### src/rtl/core_lsu.sv
// Load/store unit between the EX/MEM register and a request/grant data bus.
// One access in flight at a time; loads are extracted and extended into mem_data_o.
module core_lsu #(
  parameter int XLEN = 64
) (
  input  logic              clk,
  input  logic              rst_n,
  input  logic              ex_valid_i,
  input  logic              mem_read_i,
  input  logic              mem_write_i,
  input  logic [2:0]        funct3_i,
  input  logic [XLEN-1:0]   alu_i,
  input  logic [XLEN-1:0]   rs2_data_i,
  output logic [XLEN-1:0]   mem_data_o,
  output logic              stall_o,
  output logic              misalign_o,
  output logic              dmem_req_o,
  output logic              dmem_we_o,
  output logic [XLEN-1:0]   dmem_addr_o,
  output logic [XLEN-1:0]   dmem_wdata_o,
  output logic [XLEN/8-1:0] dmem_wstrb_o,
  input  logic              dmem_gnt_i,
  input  logic              dmem_rvalid_i,
  input  logic [XLEN-1:0]   dmem_rdata_i
);
  localparam int SW = XLEN / 8;

  typedef enum logic [1:0] {IDLE, REQ, WAIT, DONE} state_e;

  state_e            state_q, state_d;
  logic [XLEN-1:0]   addr_q, addr_d;
  logic [XLEN-1:0]   wdata_q, wdata_d;
  logic [XLEN-1:0]   mem_data_q, mem_data_d;
  logic [2:0]        funct3_q, funct3_d;
  logic              we_q, we_d;

  logic              access;
  logic              aligned;
  logic [5:0]        byte_shift;
  logic [XLEN-1:0]   rdata_shifted;
  logic [XLEN-1:0]   load_ext;
  logic [SW-1:0]     strb_base;

  // Gating with rst_n keeps stall/misalign quiet while reset is held.
  assign access = rst_n & ex_valid_i & (mem_read_i | mem_write_i);

  // funct3[1:0] encodes the size for every code, including 111 as a double.
  always_comb begin
    case (funct3_i[1:0])
      2'b00:   aligned = 1'b1;
      2'b01:   aligned = ~alu_i[0];
      2'b10:   aligned = (alu_i[1:0] == 2'b00);
      default: aligned = (alu_i[2:0] == 3'b000);
    endcase
  end

  assign byte_shift    = {addr_q[2:0], 3'b000};
  assign rdata_shifted = dmem_rdata_i >> byte_shift;

  always_comb begin
    case (funct3_q[1:0])
      2'b00: load_ext = funct3_q[2] ? {{(XLEN-8){1'b0}}, rdata_shifted[7:0]}
                                    : {{(XLEN-8){rdata_shifted[7]}}, rdata_shifted[7:0]};
      2'b01: load_ext = funct3_q[2] ? {{(XLEN-16){1'b0}}, rdata_shifted[15:0]}
                                    : {{(XLEN-16){rdata_shifted[15]}}, rdata_shifted[15:0]};
      2'b10: load_ext = funct3_q[2] ? {{(XLEN-32){1'b0}}, rdata_shifted[31:0]}
                                    : {{(XLEN-32){rdata_shifted[31]}}, rdata_shifted[31:0]};
      default: load_ext = rdata_shifted;
    endcase
  end

  always_comb begin
    case (funct3_q[1:0])
      2'b00:   strb_base = SW'(8'h01);
      2'b01:   strb_base = SW'(8'h03);
      2'b10:   strb_base = SW'(8'h0F);
      default: strb_base = SW'(8'hFF);
    endcase
  end

  always_comb begin
    state_d    = state_q;
    addr_d     = addr_q;
    wdata_d    = wdata_q;
    funct3_d   = funct3_q;
    we_d       = we_q;
    mem_data_d = mem_data_q;
    stall_o    = 1'b0;
    misalign_o = 1'b0;
    dmem_req_o = 1'b0;
    case (state_q)
      IDLE: begin
        if (access) begin
          if (aligned) begin
            addr_d   = alu_i;
            wdata_d  = rs2_data_i;
            funct3_d = funct3_i;
            we_d     = mem_write_i;
            stall_o  = 1'b1;
            state_d  = REQ;
          end else begin
            misalign_o = 1'b1;
          end
        end
      end
      REQ: begin
        dmem_req_o = 1'b1;
        stall_o    = 1'b1;
        if (dmem_gnt_i) state_d = we_q ? DONE : WAIT;
      end
      WAIT: begin
        stall_o = 1'b1;
        if (dmem_rvalid_i) begin
          mem_data_d = load_ext;
          state_d    = DONE;
        end
      end
      // EX/MEM still shows the retiring instruction here, so nothing is accepted.
      default: state_d = IDLE;
    endcase
  end

  always_ff @(posedge clk or negedge rst_n) begin
    if (!rst_n) begin
      state_q    <= IDLE;
      addr_q     <= '0;
      wdata_q    <= '0;
      funct3_q   <= '0;
      we_q       <= 1'b0;
      mem_data_q <= '0;
    end else begin
      state_q    <= state_d;
      addr_q     <= addr_d;
      wdata_q    <= wdata_d;
      funct3_q   <= funct3_d;
      we_q       <= we_d;
      mem_data_q <= mem_data_d;
    end
  end

  assign mem_data_o   = mem_data_q;
  assign dmem_addr_o  = {addr_q[XLEN-1:3], 3'b000};
  assign dmem_we_o    = (state_q == REQ) & we_q;
  assign dmem_wdata_o = wdata_q << byte_shift;
  assign dmem_wstrb_o = dmem_we_o ? (strb_base << addr_q[2:0]) : '0;

endmodule

### config.mk
export PLATFORM = sky130hd
export DESIGN_NAME = core_lsu
export DESIGN_NICKNAME = d
export VERILOG_FILES = /design/src/rtl/core_lsu.sv
export SDC_FILE = /design/constraint.sdc
export NUM_CORES = 1
export LEC_CHECK = 0
export CAP_MARGIN = 10
export CORE_UTILIZATION = 36
export DETAILED_ROUTE_END_ITERATION = 10
export GPL_ROUTABILITY_DRIVEN = 0
export HOLD_SLACK_MARGIN = 0.12
export PLACE_DENSITY = 0.66
export SLEW_MARGIN = 20
export SYNTH_ARGS = -nofsm -noshare
export SYNTH_HDL_FRONTEND = slang
export SYNTH_SLANG_ARGS = --single-unit
### constraint.sdc
create_clock -name clk -period 4 [get_ports clk]
set_input_delay 1.2 -clock clk [delete_from_list [all_inputs] [get_ports clk]]
set_output_delay 1.2 -clock clk [all_outputs]
set_load 0.02 [all_outputs]
* Yosys cells after proc, flatten, opt, wreduce, memory -nomap -nowiden
Cells that the tools add are included.
** Operators by class
- Equal/unequal tests :: 10
- Shifts and indexed selects :: 3
- Muxes and demuxes :: 20
- Bitwise logic cells :: 5
- Reduce and logical (&&, ||, !) cells :: 9
** Operators with widths (number)
- 64-bit two-way mux :: 3
- 64-bit case mux with 3 select lines :: 1
- 64-bit by 6-bit left shift with 64-bit output :: 1
- 64-bit by 6-bit >> shifter with 64-bit output :: 1
- 8-bit case mux with 3 select lines :: 1
- 2-bit zero test :: 4
- 2-bit two-way mux :: 4
- 8-bit two-way mux :: 1
- 2-bit != test, second input constant :: 4
- 8-bit by 3-bit left shift with 8-bit output :: 1
- 1-bit two-way mux :: 7
- 2-bit by 1-bit == test with 1-bit output, second input constant :: 3
- 2-bit == test, second input constant :: 3
- 2-bit case mux with 3 select lines :: 1
- 4-bit AND reduction :: 1
- 1-bit bitwise AND :: 3
- 3-bit zero test :: 1
- 1-bit case mux with 3 select lines :: 1
- 3-bit AND reduction :: 1
- 1-bit case mux with 2 select lines :: 1
- 2-bit AND reduction :: 1
- 2-bit OR reduction :: 1
- 1-bit NOT :: 1
- 1-bit bitwise OR :: 1
** Word-level totals
- Register bits after elaboration :: 198
- Input port bits :: 202
- Output and inout bits :: 204
- Logic and storage cells :: 53

* Longest topological paths before layout
- Word-level depth :: 5
- Gate-level depth with buffers :: 10
- Depth with buffers taken out :: 5

* Worst setup path after synthesis
No wires, ideal clock.
- Path kind :: input to output
- From :: input funct3_i[0]
- To :: output stall_o
- Data arrival time :: 2.688 ns
- Data required time :: 2.800 ns
- Setup slack :: 0.112 ns
- Stages :: 8
- Buffers on the path :: 3
- Path through :: a21o_1 -> a21oi_1 -> and3_1 -> buf_2 -> clkbuf_1 -> buf_2 -> nor2_1 -> nor2_1
** On the way
- Word-level cells in the longest chain between the ends :: 5
- Elaborated cells between the ends (all ways) :: 7
- Those cells by class :: 2 x eq/ne; 4 x mux; 1 x reduce/logical
** Ends and longest elaborated chain
- from (decl) :: line 11 : input logic [2:0] funct3_i,
- 2-bit == test, or another cell as far along :: line 49 : case (funct3_i[1:0])
- 1-bit case mux with 3 select lines * :: line 49
- 1-bit two-way mux * :: line 94 : if (aligned) begin
- 1-bit two-way mux * :: line 93 : if (access) begin
- 1-bit case mux with 2 select lines * :: line 91 : case (state_q)
- to (decl) :: line 15 : output logic stall_o,
Every way passes the cells marked *; elsewhere a longest branch is shown, timed or not.

* Worst setup path after layout
- From :: input mem_write_i
- To :: output misalign_o
** On the way
- Word-level cells in the longest chain between the ends :: 4
** Ends and longest elaborated chain
- from (decl) :: line 10 : input logic mem_write_i,
- 1-bit bitwise OR :: line 45 : assign access = rst_n & ex_valid_i & (mem_read_i | mem_write_i);
- 1-bit bitwise AND :: line 45
- 1-bit two-way mux :: line 93
- 1-bit two-way mux :: line 91
- to (decl) :: line 16 : output logic misalign_o,
Every way passes these cells.

==> run summary <==
- result of the run: finished, final reports clean
- RSZ-0062 raised after global routing: no
- clock transition at the registers of the reported paths: 80 ps
- Net count, final: 1633
- flops & latches, synth: 198
- maximum net fanout on the critical path: 2
- count of antenna-violating nets left after detailed routing: 0
- initial cell density of the core: 0.3686
- number of remaining DRC errors: 0
- Top cell by count, worst path: sky130_fd_sc_hd__clkdlybuf4s50_1
- floorplan die area: 0.03320 mm²
- overall die width: 182.2 µm
- worst skew pair latency: 460 ps
- slew at the pin closest to its max-slew limit: 1117 ps
- final routed wire length divided by cell count: 21.27 µm
- clk sinks: 198
- setup-violating endpoint count in the final report: 0
- Cell Chain, Critical Path: clkdlybuf4s50_1 > o211a_1 > buf_4 > nand2_1 > nor2_1 > clkdlybuf4s50_1
- register share of total power: 0.249
- number of DRC violations after detailed-routing iteration 0: 612
- Startpoint Class: primary input
- Core Box Area: 0.03172 mm²
- number of rows created at floorplan: 65
- post-DR vias/cell: 5.331
- count of TritonRoute iterations in the first routing pass: 6
- clock period minus final worst setup slack: 3900 ps
- Psw: 0.006904 W
- worst min path class: reg -> reg
- switching share of power: 0.4517
- Worst Path Arrival: 2700 ps
- clock tree from TritonCTS: done
- slowest CP cell: sky130_fd_sc_hd__clkdlybuf4s50_1
- Via Count: 9831
- average instance area after synthesis: 10.38 µm²
- HPWL Detailed: 28.94 mm
- area of the mapped netlist: 0.01169 mm²
- synthesized netlist cell count: 1126
- proportion of synthesized chip area in sequential cells: 0.4238
- initial antenna violation count: 3
- Clock Skew: 10.59 ps
- CTS root buffer: sky130_fd_sc_hd__clkbuf_16
- unique cell type count in the Yosys netlist: 43
- part of the total power dissipated in the clock network: 0.116
- final WL: 39.22 mm
- Most used DFF post-synth: sky130_fd_sc_hd__dfrtp_1
- async set or reset register ratio after synthesis: 1.000
- global-route wire length before repair: 59.10 mm
- TritonCTS buffer count: 17
- Max Root-Sink Buffers: 2
- pin count of the biggest net entering global routing: 158
- quantity of I/O buffers inserted on ports: 402
- total overflow reported by the global router: 0
- die extent in y: 182.2 µm
- # H-tree levels: 4
- vias in the first global route: 9937
- internal power component: 0.008382 W
- endpoint type of the worst setup path: primary output
- normalized max-slew margin: 0.2527
- Peak supply drop: 0.0006184 V
- static leakage: 6.478 nW
- Final Slew Violations: 0
- Combinational Power Share: 0.635
- tightest hold margin: 475.9 ps
- delay of the slowest cell on the worst path: 610 ps
- Setup CP Type: in -> out
- boundary pin count: 406
- Fmax achieved: 256.4 MHz
- final hold violations: 0
- ratio of final minimum period to clock period: 0.9750
- Syn. warnings: 0
- power after layout: 0.01529 W
- number of enable flip-flop cells after synthesis: 0
- hold-fix buffers at CTS: 0
- cell area power density: 939.5 mW/mm²
- ratio of cells with drive above 1 in the final layout: 0.2056
- synthesis-to-layout area growth: 39.16%
- critical path data required time: 2800 ps
- number of violations of the max-capacitance limit: 0
- global-route usage over all layers: 0.2354
## routing by layer
metal,vias up,share of wire,global-route usage
met4,4,0.037,0.1042
met1,4830,0.42,0.2840
met3,71,0.069,0.06825
met5,-,0.00051,0
li1,4542,-,-
met2,384,0.48,0.3896
## stage by stage
| stage | cell area [µm²] | worst slack (ps) | std cells | utilization | setup TNS [ps] |
|---|---|---|---|---|---|
| after floorplan | 11700 | 111.5 | 1128 | - | 0 |
| after global placement | 15650 | -189.3 | 1809 | 0.4935 | -189.3 |
| after detailed placement | 15650 | -265.1 | 1809 | 0.4935 | -265.1 |
| after CTS | 16240 | 10.64 | 1841 | 0.5121 | 0 |
| after global routing | 16270 | 24.77 | 1843 | 0.5129 | 0 |
| final | 16270 | 100.0 | 1844 | 0.5129 | 0 |
## cell usage in the layout (no fill, tap or decap), types with 5 or more instances in the layout
cell type                           n
sky130_fd_sc_hd__nand2_1           90
sky130_fd_sc_hd__nor3_1             7
sky130_fd_sc_hd__a21oi_1           65
sky130_fd_sc_hd__clkdlybuf4s50_1  400
sky130_fd_sc_hd__clkbuf_16         17
sky130_fd_sc_hd__and2_1             8
sky130_fd_sc_hd__o22a_1             7
sky130_fd_sc_hd__or3_1              8
sky130_fd_sc_hd__o221ai_1          14
sky130_fd_sc_hd__dfrtp_1          195
sky130_fd_sc_hd__nor2_1           122
sky130_fd_sc_hd__nand2b_1          11
sky130_fd_sc_hd__nor2b_1           25
sky130_fd_sc_hd__mux2i_1           87
sky130_fd_sc_hd__o21ai_0           46
sky130_fd_sc_hd__inv_8              5
sky130_fd_sc_hd__o22ai_1           10
sky130_fd_sc_hd__inv_1              6
sky130_fd_sc_hd__a211oi_1          16
sky130_fd_sc_hd__a31oi_2           31
sky130_fd_sc_hd__buf_4             23
sky130_fd_sc_hd__a21oi_2           11
sky130_fd_sc_hd__mux4_2             8
sky130_fd_sc_hd__mux2_2           168
sky130_fd_sc_hd__buf_12             6
## final timing paths
path,startpoint,end,slack (ps),cells after the start
worst min-delay path,mem_data_o[15],mem_data_o[15],480,2
worst max register to register,addr_q[0],mem_data_o[18],640,7
worst min register to register,mem_data_o[15],mem_data_o[15],480,2
max in group asynchronous,rst_n,wdata_q[7],1910,3
worst max-delay path,mem_write_i,misalign_o,100,6
min in group asynchronous,rst_n,addr_q[10],950,2
## power by group through the flow
stage,clock (W),sequential [W],combinational [W]
after floorplan,0,0.00391,0.00597
after global placement,0,0.00383,0.00959
after detailed placement,0,0.00387,0.00965
after CTS,0.00182,0.00385,0.00969
after global routing,0.00189,0.00397,0.0103
final,0.00177,0.00381,0.00971
## kinds of logic (layout without fill, tap and decap cells)
kind of cell / Yosys count / after routing / synth area share
compound gates: 218 / 218 / 0.1340
fa+ha+maj: 4 / 4 / 0.004281
buf+inv: 160 / 472 / 0.07930
flops: 198 / 198 / 0.4238
mux: 263 / 263 / 0.2517
other cells: 1 / 5 / 0.0003208
simple gates: 282 / 282 / 0.1066
## cell type report
| cell class | count | area (µm²) |
|---|---|---|
| Fill cell | 2941 | 15450 |
| Multi-Input combinational cell | 770 | 5833 |
| Sequential cell | 198 | 4966 |
| Timing Repair Buffer | 434 | 4353 |
| Tap cell | 402 | 503.0 |
| Clock buffer | 17 | 425.4 |
| Clock inverter | 15 | 161.4 |
| Inverter | 6 | 22.52 |
| Antenna cell | 2 | 5.005 |
## flip-flops by register name, summed over array words and instances (netlist names)
register	cells
addr_q	64
mem_data_o	64
wdata_q	64
funct3_q	3
state_q	2
we_q	1
## critical path: cells and delay by family
kind / cells / cell delay [ps]
buf+inv: 3 / 1190
compound gates: 1 / 180
simple gates: 2 / 130
## cell usage after synthesis, types with 8 or more instances
master | count | area [µm²]
sky130_fd_sc_hd__dfrtp_1 | 198 | 4955
sky130_fd_sc_hd__mux2_2 | 168 | 1892
sky130_fd_sc_hd__nor2_1 | 123 | 461.7
sky130_fd_sc_hd__nand2_1 | 90 | 337.8
sky130_fd_sc_hd__mux2i_1 | 87 | 870.8
sky130_fd_sc_hd__buf_4 | 68 | 510.5
sky130_fd_sc_hd__a21oi_1 | 66 | 330.3
sky130_fd_sc_hd__o21ai_0 | 46 | 230.2
sky130_fd_sc_hd__clkbuf_1 | 44 | 165.2
sky130_fd_sc_hd__a31oi_2 | 31 | 387.9
sky130_fd_sc_hd__buf_2 | 27 | 135.1
sky130_fd_sc_hd__nor2b_1 | 26 | 162.7
sky130_fd_sc_hd__a211oi_1 | 16 | 120.1
sky130_fd_sc_hd__o221ai_1 | 14 | 122.6
sky130_fd_sc_hd__nand2b_1 | 11 | 68.82
sky130_fd_sc_hd__a21oi_2 | 10 | 87.58
sky130_fd_sc_hd__buf_1 | 10 | 37.54
sky130_fd_sc_hd__o22ai_1 | 10 | 62.56
sky130_fd_sc_hd__and2_1 | 9 | 56.30
sky130_fd_sc_hd__mux4_2 | 8 | 180.2
sky130_fd_sc_hd__or3_1 | 8 | 50.05
## what timing repair did
item | in CTS | in global routing
buffers inserted | 0 | 1
endpoints found under the setup margin | 2 | 27
gates resized for setup | 2 | 5
Note: power is estimated with default switching activity, not from simulation.
